===== config.mk =====
export PLATFORM = sky130hd
export DESIGN_NAME = cycle_controller
export DESIGN_NICKNAME = d
export VERILOG_FILES = /design/src/rtl/cycle_controller.sv
export SDC_FILE = /design/constraint.sdc
export NUM_CORES = 1
export LEC_CHECK = 0
export CAP_MARGIN = 15
export CORE_MARGIN = 5
export CORE_UTILIZATION = 52
export CTS_BUF_LIST = sky130_fd_sc_hd__clkbuf_16
export CTS_CLUSTER_SIZE = 40
export DETAILED_ROUTE_END_ITERATION = 12
export DONT_BUFFER_PORTS = 1
export PLACE_DENSITY_LB_ADDON = 0.15
export SYNTH_ARGS = -nofsm -noshare
export SYNTH_HDL_FRONTEND = slang
export SYNTH_SLANG_ARGS = --single-unit

===== constraint.sdc =====
create_clock -name clk -period 3.03 [get_ports clk]
set_input_delay 0.7575 -clock clk [delete_from_list [all_inputs] [get_ports clk]]
set_output_delay 0.7575 -clock clk [all_outputs]
set_load 0.1 [all_outputs]

===== src/rtl/cycle_controller.sv =====
// -----------------------------------------------------------------------------
// cycle_controller
//
// Multi-cycle instruction sequencer for a small load/store core. One
// instruction is walked through FETCH -> DECODE -> EXECUTE [-> MEMORY]
// [-> WRITEBACK] and back to FETCH. The pc, register-file and data-memory
// strobes are issued from the current state and the instruction class that
// was captured in DECODE. An illegal instruction parks the FSM in HALT until
// reset.
//
// Ports
//   clk                    in   1   single clock, rising edge
//   rst_n                  in   1   asynchronous active-low reset
//   start                  in   1   level, leaves IDLE when high
//   imem_ready             in   1   instruction memory data valid
//   dmem_ready             in   1   data memory load data valid
//   dec_reg_write_enable   in   1   decoder: register write request
//   dec_data_write_enable  in   1   decoder: data memory write request
//   dec_reg_write_select   in   1   decoder: 1 = ALU result, 0 = memory data
//   dec_branch             in   2   decoder: branch code, nonzero = branch
//   branch_cond            in   1   ALU comparison result for the branch
//   imem_req               out  1   instruction fetch request
//   ir_load                out  1   latch fetched instruction into IR
//   reg_write_enable       out  1   register file write strobe
//   data_write_enable      out  1   data memory write strobe
//   pc_inc                 out  1   advance PC to next instruction
//   pc_branch              out  1   load PC with branch target
//   state                  out  3   current FSM state
//   halted                 out  1   sticky illegal-instruction indicator
//   retired                out  16  retired instruction count (wraps)
// -----------------------------------------------------------------------------
module cycle_controller (
  input  logic        clk,
  input  logic        rst_n,
  input  logic        start,
  input  logic        imem_ready,
  input  logic        dmem_ready,
  input  logic        dec_reg_write_enable,
  input  logic        dec_data_write_enable,
  input  logic        dec_reg_write_select,
  input  logic [1:0]  dec_branch,
  input  logic        branch_cond,
  output logic        imem_req,
  output logic        ir_load,
  output logic        reg_write_enable,
  output logic        data_write_enable,
  output logic        pc_inc,
  output logic        pc_branch,
  output logic [2:0]  state,
  output logic        halted,
  output logic [15:0] retired
);

  typedef enum logic [2:0] {
    ST_IDLE      = 3'd0,
    ST_FETCH     = 3'd1,
    ST_DECODE    = 3'd2,
    ST_EXECUTE   = 3'd3,
    ST_MEMORY    = 3'd4,
    ST_WRITEBACK = 3'd5,
    ST_HALT      = 3'd6,
    ST_UNUSED    = 3'd7
  } state_t;

  typedef enum logic [2:0] {
    CLS_NONE   = 3'd0,
    CLS_ALU    = 3'd1,
    CLS_LOAD   = 3'd2,
    CLS_STORE  = 3'd3,
    CLS_BRANCH = 3'd4
  } class_t;

  state_t      r_state;
  state_t      w_next_state;
  class_t      r_class;
  class_t      w_dec_class;
  logic [15:0] r_retired;
  logic        w_retire;

  // Raw class flags straight from the decoder.
  logic        w_is_branch;
  logic        w_is_alu;
  logic        w_is_load;
  logic        w_is_store;
  logic [2:0]  w_class_cnt;

  assign w_is_branch = (dec_branch != 2'd0);
  assign w_is_alu    = dec_reg_write_select & dec_reg_write_enable;
  assign w_is_load   = ~dec_reg_write_select & dec_reg_write_enable;
  assign w_is_store  = dec_data_write_enable;
  assign w_class_cnt = {2'b00, w_is_branch} + {2'b00, w_is_alu}
                     + {2'b00, w_is_load}   + {2'b00, w_is_store};

  // Exactly one flag set gives a legal class; zero or several is CLS_NONE,
  // which DECODE treats as illegal.
  always_comb begin
    // NOTE: every combinational output gets a default first so no path
    // leaves it unassigned, which would otherwise infer a latch.
    w_dec_class = CLS_NONE;
    if (w_class_cnt == 3'd1) begin
      if (w_is_branch)     w_dec_class = CLS_BRANCH;
      else if (w_is_alu)   w_dec_class = CLS_ALU;
      else if (w_is_load)  w_dec_class = CLS_LOAD;
      else                 w_dec_class = CLS_STORE;
    end
  end

  // State, class and retire counter. The class is sampled only in DECODE so
  // the decoder inputs are free to change for the rest of the instruction.
  always_ff @(posedge clk or negedge rst_n) begin
    if (!rst_n) begin
      r_state   <= ST_IDLE;
      r_class   <= CLS_NONE;
      r_retired <= 16'd0;
    end else begin
      // NOTE: sequential state uses non-blocking assignment so every flop
      // samples the pre-edge values, independent of statement order.
      r_state <= w_next_state;
      if (r_state == ST_DECODE) begin
        r_class <= w_dec_class;
      end
      // Natural 16-bit overflow gives the required wrap to zero.
      r_retired <= r_retired + {15'd0, w_retire};
    end
  end

  // Next-state and strobe generation.
  always_comb begin
    w_next_state      = r_state;
    w_retire          = 1'b0;
    imem_req          = 1'b0;
    ir_load           = 1'b0;
    reg_write_enable  = 1'b0;
    data_write_enable = 1'b0;
    pc_inc            = 1'b0;
    pc_branch         = 1'b0;

    case (r_state)
      ST_IDLE: begin
        if (start) w_next_state = ST_FETCH;
      end

      ST_FETCH: begin
        imem_req = 1'b1;
        ir_load  = imem_ready;
        if (imem_ready) w_next_state = ST_DECODE;
      end

      ST_DECODE: begin
        if (w_dec_class == CLS_NONE) w_next_state = ST_HALT;
        else                         w_next_state = ST_EXECUTE;
      end

      ST_EXECUTE: begin
        case (r_class)
          CLS_BRANCH: begin
            pc_branch    = branch_cond;
            pc_inc       = ~branch_cond;
            w_retire     = 1'b1;
            w_next_state = ST_FETCH;
          end
          CLS_LOAD, CLS_STORE: w_next_state = ST_MEMORY;
          CLS_ALU:             w_next_state = ST_WRITEBACK;
          // Unreachable: DECODE never lets CLS_NONE through.
          default:             w_next_state = ST_IDLE;
        endcase
      end

      ST_MEMORY: begin
        if (r_class == CLS_STORE) begin
          data_write_enable = 1'b1;
          pc_inc            = 1'b1;
          w_retire          = 1'b1;
          w_next_state      = ST_FETCH;
        end else if (r_class == CLS_LOAD) begin
          // Load waits silently; the register write happens in WRITEBACK.
          if (dmem_ready) w_next_state = ST_WRITEBACK;
        end else begin
          w_next_state = ST_IDLE;
        end
      end

      ST_WRITEBACK: begin
        reg_write_enable = 1'b1;
        pc_inc           = 1'b1;
        w_retire         = 1'b1;
        w_next_state     = ST_FETCH;
      end

      ST_HALT: begin
        w_next_state = ST_HALT;
      end

      default: begin
        w_next_state = ST_IDLE;
      end
    endcase
  end

  assign state   = r_state;
  // HALT is only left through reset, so deriving the flag from the state
  // keeps it sticky without a separate flop.
  assign halted  = (r_state == ST_HALT);
  assign retired = r_retired;

endmodule


==> metrics.cfg, run 1 <==
[clock_tree]
htreeDepth = 1
cts_tree = built
root_buffer = clkbuf_16
cts_setup_buffers = 0
clk_pin_slew_ns = 0.06
cts.sinks = 22
clock_latency_ns = 0.25
cts_buffers = 3
postCtsResizedCells = 0
cts_buffer_depth = 2
cts_hold_buf = 0

[grt]
grt_pass1_vias = 937
antenna_found_initial = 0
grt_max_degree = 23
grt.total_usage_pct = 16.1
gr-total-overflow = 0
grt_first_pass_wirelength_mm = 4.18

[synthesis]
synth_area_sq_mm = 0.00117
yosys.cell_count.top_type = dfrtp_1
avgSynthCellArea_sq_um = 10.6
ys_seq_area_share_pct = 47.0
synth_largest_area_cell = dfrtp_1
ys_ff_latch = 22
async_flop_share_pct = 100
synthFlopType = dfrtp_1
synth_edf_count = 0
synth.top_cells.by_area = dfrtp_1 (47%), xnor2_1 (6.0%), xor2_1 (4.5%), ha_1 (4.3%), nor2_1 (3.5%)
yosys_warnings = 0
synth_top_cells_by_count = dfrtp_1 (22), nor2_1 (11), nand2_1 (8), xnor2_1 (8), nand3_1 (7)
synth_cells = 111
syn_nets = 127
netlist.area_leader.share_pct = 47.0
yosysUniqueCellTypes = 34

[power_and_ir_drop]
peakVddDrop_mv = 0.776
combinationalPowerShare_pct = 54.0
seq_power_share_pct = 27.4
p_leak_uw = 0.000717
p_int_uw = 726
clkPwrFrac_pct = 18.5
power_per_cell_area_mw_per_mm2 = 988
swShare_pct = 51.4
p_sw_uw = 768

[setup_path]
critPathRequiredTime_ns = 3.21
crit_path_end_kind = flip-flop
critPathLaunch = dec_branch[1]
r2r_start = state[1]
crit_fanout = 4
rr_worst_depth = 9
reg2reg_to = retired[10]
arrival_ns = 2.98
cp-endpoint = state[0]
criticalPathCategory = in -> reg
cp-start-kind = input pin
r2r_setup_slack_ns = 0.69

[placement]
gp_congestion = 0.781
dp.final_hpwl_mm = 1.92
portBuffers = 0
placed_cell_area_sq_mm = 0.00143

[layout]
stdcell_area_sq_mm = 0.00151
antenna_cells = 0
fillCellCount = 178
syn_to_final_growth_pct = 28.9
seq_area_sq_um = 553
multi_input_area_sq_um = 628
fin_nets = 156
layout-drive-gt1-share_pct = 29.5

[timing]
final-hold-violation-count = 0
slew-limit-headroom_pct = 34.1
drv_slew = 0
rsz0062_at_grt = false
worst_pin_slew_ns = 0.989
setup_viol = 0
finalSetupTns_ns = 0
max_clock_freq_mhz = 357
period_share_pct = 92.5
layout_min_cycle_time_ns = 2.80
skew_ns = 0.00268

[routing]
drcViolationCount = 0
drt_iter0_drc = 19
via_per_inst = 5.55
routedWlPerCell_um = 14.8
vias = 927
wirelength_mm = 2.47
ant_nets = 0
first_pass_iters = 4

[flow_run]
max_cap_violations = 0

[floorplan]
die_y_um = 57.5
coreArea_sq_mm = 0.00219
die_x_um = 57.5
num_rows = 17
start_util_pct = 53.5
dieArea_sq_mm = 0.00330
io_pins = 37

[worst_hold_path]
hold_path.class = in -> async

[run_status]
status = complete, no violations

[through the flow]
| step | util (%) | hold WS, ns | setup WS, ns | power (uW) | instances |
|---|---|---|---|---|---|
| global placement | 65.4 | 0.462 | 0.0237 | 1200 | 163 |
| floorplan | - | 0.462 | -0.0540 | 1050 | 111 |
| CTS | 69.0 | 0.193 | 0.226 | 1500 | 167 |
| detailed placement | 65.4 | 0.463 | -0.0561 | 1220 | 163 |
| finish | 69.0 | 0.196 | 0.228 | 1490 | 167 |
| global route | 69.0 | 0.185 | 0.151 | 1560 | 167 |
[flip-flops by register name, indices dropped and copies added (netlist names)]
signal,flops
retired,16
r_class,3
state,3
[area by class of cell]
type / count / area share [%]
clock inverters: 1 / 0.248
inverters: 3 / 0.745
flip-flops and latches: 22 / 36.6
clock buffers: 3 / 4.97
well taps: 28 / 2.32
multi-input cells: 86 / 41.6
repair buffers: 24 / 13.6
[logic make-up after synthesis]
| logic type | share of synthesized area, % |
|---|---|
| flip-flops | 47.0 |
| XOR/XNOR | 10.5 |
| buffers and inverters | 0.960 |
| AND/OR/NAND/NOR | 26.6 |
| adder cells (fa/ha/maj) | 5.98 |
| AO/OA/AOI/OAI | 9.07 |
[placed cells by master (no fill, tap or decap), drive strengths merged, types with 4 or more instances in the layout]
master | Yosys | final
nand4 | 6 | 6
ha | 4 | 4
nand2b | 5 | 5
xnor2 | 8 | 8
xor2 | 6 | 6
nor2 | 11 | 11
buf | 0 | 24
dfrtp | 22 | 22
nand3 | 7 | 7
nand2 | 8 | 8
[metal layers]
layer | up-vias | share of wire [%] | GRT usage (%) | wire, um
met2 | 29 | 49 | 27.1 | 1210
met1 | 442 | 42 | 19.3 | 1040
met5 | - | 0 | 0 | 0
met4 | 0 | 1.4 | 4.97 | 34
met3 | 4 | 7.5 | 5.66 | 186
li1 | 452 | - | - | -
[worst max-delay path, stage by stage]
cell and delay (ns):
or2_2 0.29, fa_1 0.43, ha_1 0.19, ha_1 0.27
or3b_4 0.41, o211a_1 0.24, a211oi_2 0.24, a2bb2oi_2 0.15
[power by group through the flow]
stage               clock network, uW  logic, uW  registers (uW)
finish                            277        807             410
global route                      299        844             416
CTS                               281        813             407
detailed placement                  0        810             412
global placement                    0        795             408
floorplan                           0        344             706
[how the worst min path moves through the flow]
stage          start    endpoint  slack, ns  depth (start not counted)
2_1_floorplan  rst_n  r_class[0]       0.46                          0
3_3_place_gp   rst_n  retired[9]       0.46                          0
3_5_place_dp   rst_n  retired[8]       0.46                          0
4_1_cts        rst_n  retired[5]       0.19                          0
5_1_grt        rst_n  retired[0]       0.18                          0
6_report       rst_n  retired[1]       0.20                          0
Note: power is estimated with default switching activity, not from simulation.
==> run 2, diff against run 1 <==
CELL_PAD_IN_SITES_DETAIL_PLACEMENT = 1   (was unset)
CELL_PAD_IN_SITES_GLOBAL_PLACEMENT = 1   (was unset)
CORE_UTILIZATION = 49   (was 52)
==> metrics.cfg, run 2 (synthesized netlist as in run 1, its figures left out) <==
[timing]
skew_ns = 0.00309
final-hold-violation-count = 0
drv_slew = 0
layout_min_cycle_time_ns = 2.79
slew-limit-headroom_pct = 32.0
rsz0062_at_grt = false
worst_pin_slew_ns = 1.02
hold_ws_ns = 0.190
max_clock_freq_mhz = 358
period_share_pct = 92.1
setup_viol = 0

[setup_path]
crit_path_end_kind = flip-flop
critPathRequiredTime_ns = 3.22
arrival_ns = 2.98
criticalPathCategory = in -> reg
r2r_setup_slack_ns = 0.61
rr_worst_depth = 9
cp-endpoint = state[0]
crit_fanout = 4
r2r_start = state[0]
critPathLaunch = dec_branch[1]
reg2reg_to = retired[12]
cp-start-kind = input pin

[clock_tree]
root_buffer = clkbuf_16
cts_tree = built
cts_hold_buf = 0
cts.sinks = 22
postCtsResizedCells = 0
cts_setup_buffers = 0
cts_buffers = 3
clock_latency_ns = 0.26
htreeDepth = 1
clk_pin_slew_ns = 0.06
cts_buffer_depth = 2

[placement]
place_inst = 162
dp.final_hpwl_mm = 2.45
gp_congestion = 0.795
portBuffers = 0

[routing]
ant_nets = 0
routedWlPerCell_um = 19.9
via_per_inst = 5.83
wirelength_mm = 3.30
drcViolationCount = 0
drt_iter0_drc = 31
first_pass_iters = 4
vias = 967

[grt]
grt_pass1_vias = 1157
grt_first_pass_wirelength_mm = 5.66
grt_max_degree = 23
antenna_found_initial = 0
gr-total-overflow = 0
grt.total_usage_pct = 21.7

[layout]
antenna_cells = 0
final_common_cell = buf_4
fin_nets = 155
layout-drive-gt1-share_pct = 29.0
fin_cells = 166
final_cell_mix = buf_4 (21), dfrtp_1 (20), nor2_1 (8), xnor2_1 (8), nand2_1 (8)
largest_reg_flops = 16
fillCellCount = 251
seq_area_sq_um = 553
multi_input_area_sq_um = 628
syn_to_final_growth_pct = 28.3

[power_and_ir_drop]
p_leak_uw = 0.000712
peakVddDrop_mv = 0.649
power_per_cell_area_mw_per_mm2 = 1010

[floorplan]
start_util_pct = 52.0
die_y_um = 58.9
dieArea_sq_mm = 0.00347
io_pins = 37
num_rows = 17
coreArea_sq_mm = 0.00225
die_x_um = 58.9

[worst_hold_path]
hold_path.class = in -> async

[flow_run]
max_cap_violations = 0

[run_status]
status = complete, no violations

==> run 2: cell count changes in the layout (fill, tap and decap cells not counted), sizes merged <==
cell,before,now
buf,24,23
==> run 2: how the worst min path moves through the flow <==
stage,cells after the start,slack [ns],from,to
final,0,0.19,rst_n,r_class[2]
after global routing,0,0.18,rst_n,retired[7]
after CTS,0,0.19,rst_n,retired[10]
after detailed placement,0,0.46,rst_n,retired[13]
after global placement,0,0.46,rst_n,retired[13]
after floorplan,0,0.46,rst_n,r_class[0]
==> run 2: metrics by stage <==
stage / utilization [%] / setup WS [ns] / total power [uW] / TNS, ns / instance area, sq um
after floorplan: - / -0.0540 / 1050 / -0.0540 / 1190
after detailed placement: 63.2 / -0.0227 / 1230 / -0.0334 / 1430
after global placement: 63.2 / 0.0407 / 1210 / 0 / 1430
final: 66.7 / 0.240 / 1510 / 0 / 1500
after global routing: 66.7 / 0.146 / 1580 / 0 / 1500
after CTS: 66.7 / 0.232 / 1520 / 0 / 1500
==> run 2: routing by layer <==
metal / track usage, % / up-vias / wire, um
met1: 26.3 / 488 / 1360
met3: 3.73 / 2 / 167
met5: 0 / - / 0
met2: 39.3 / 29 / 1760
met4: 5.83 / 0 / 14
li1: - / 448 / -
==> run 2: area by class of cell <==
type	count	share of cell area (%)
Timing Repair Buffer	23	13.1
Inverter	3	0.749
Multi-Input combinational cell	86	41.8
Clock inverter	1	0.250
Clock buffer	3	4.99
Tap cell	28	2.33
Sequential cell	22	36.8
==> run 2: power by group <==
| part | switching [uW] | internal (uW) | total, uW |
|---|---|---|---|
| Sequential | 71.6 | 351 | 423 |
| Combinational | 610 | 198 | 808 |
| Clock | 107 | 176 | 283 |
| Total | 788 | 726 | 1510 |
==> run 2: critical path, stage by stage <==
cell and delay (ns):
or2_2 0.30, fa_1 0.44, ha_1 0.19, ha_1 0.27, or3b_4 0.42, o211a_1 0.23, a211oi_2 0.22, a2bb2oi_2 0.15
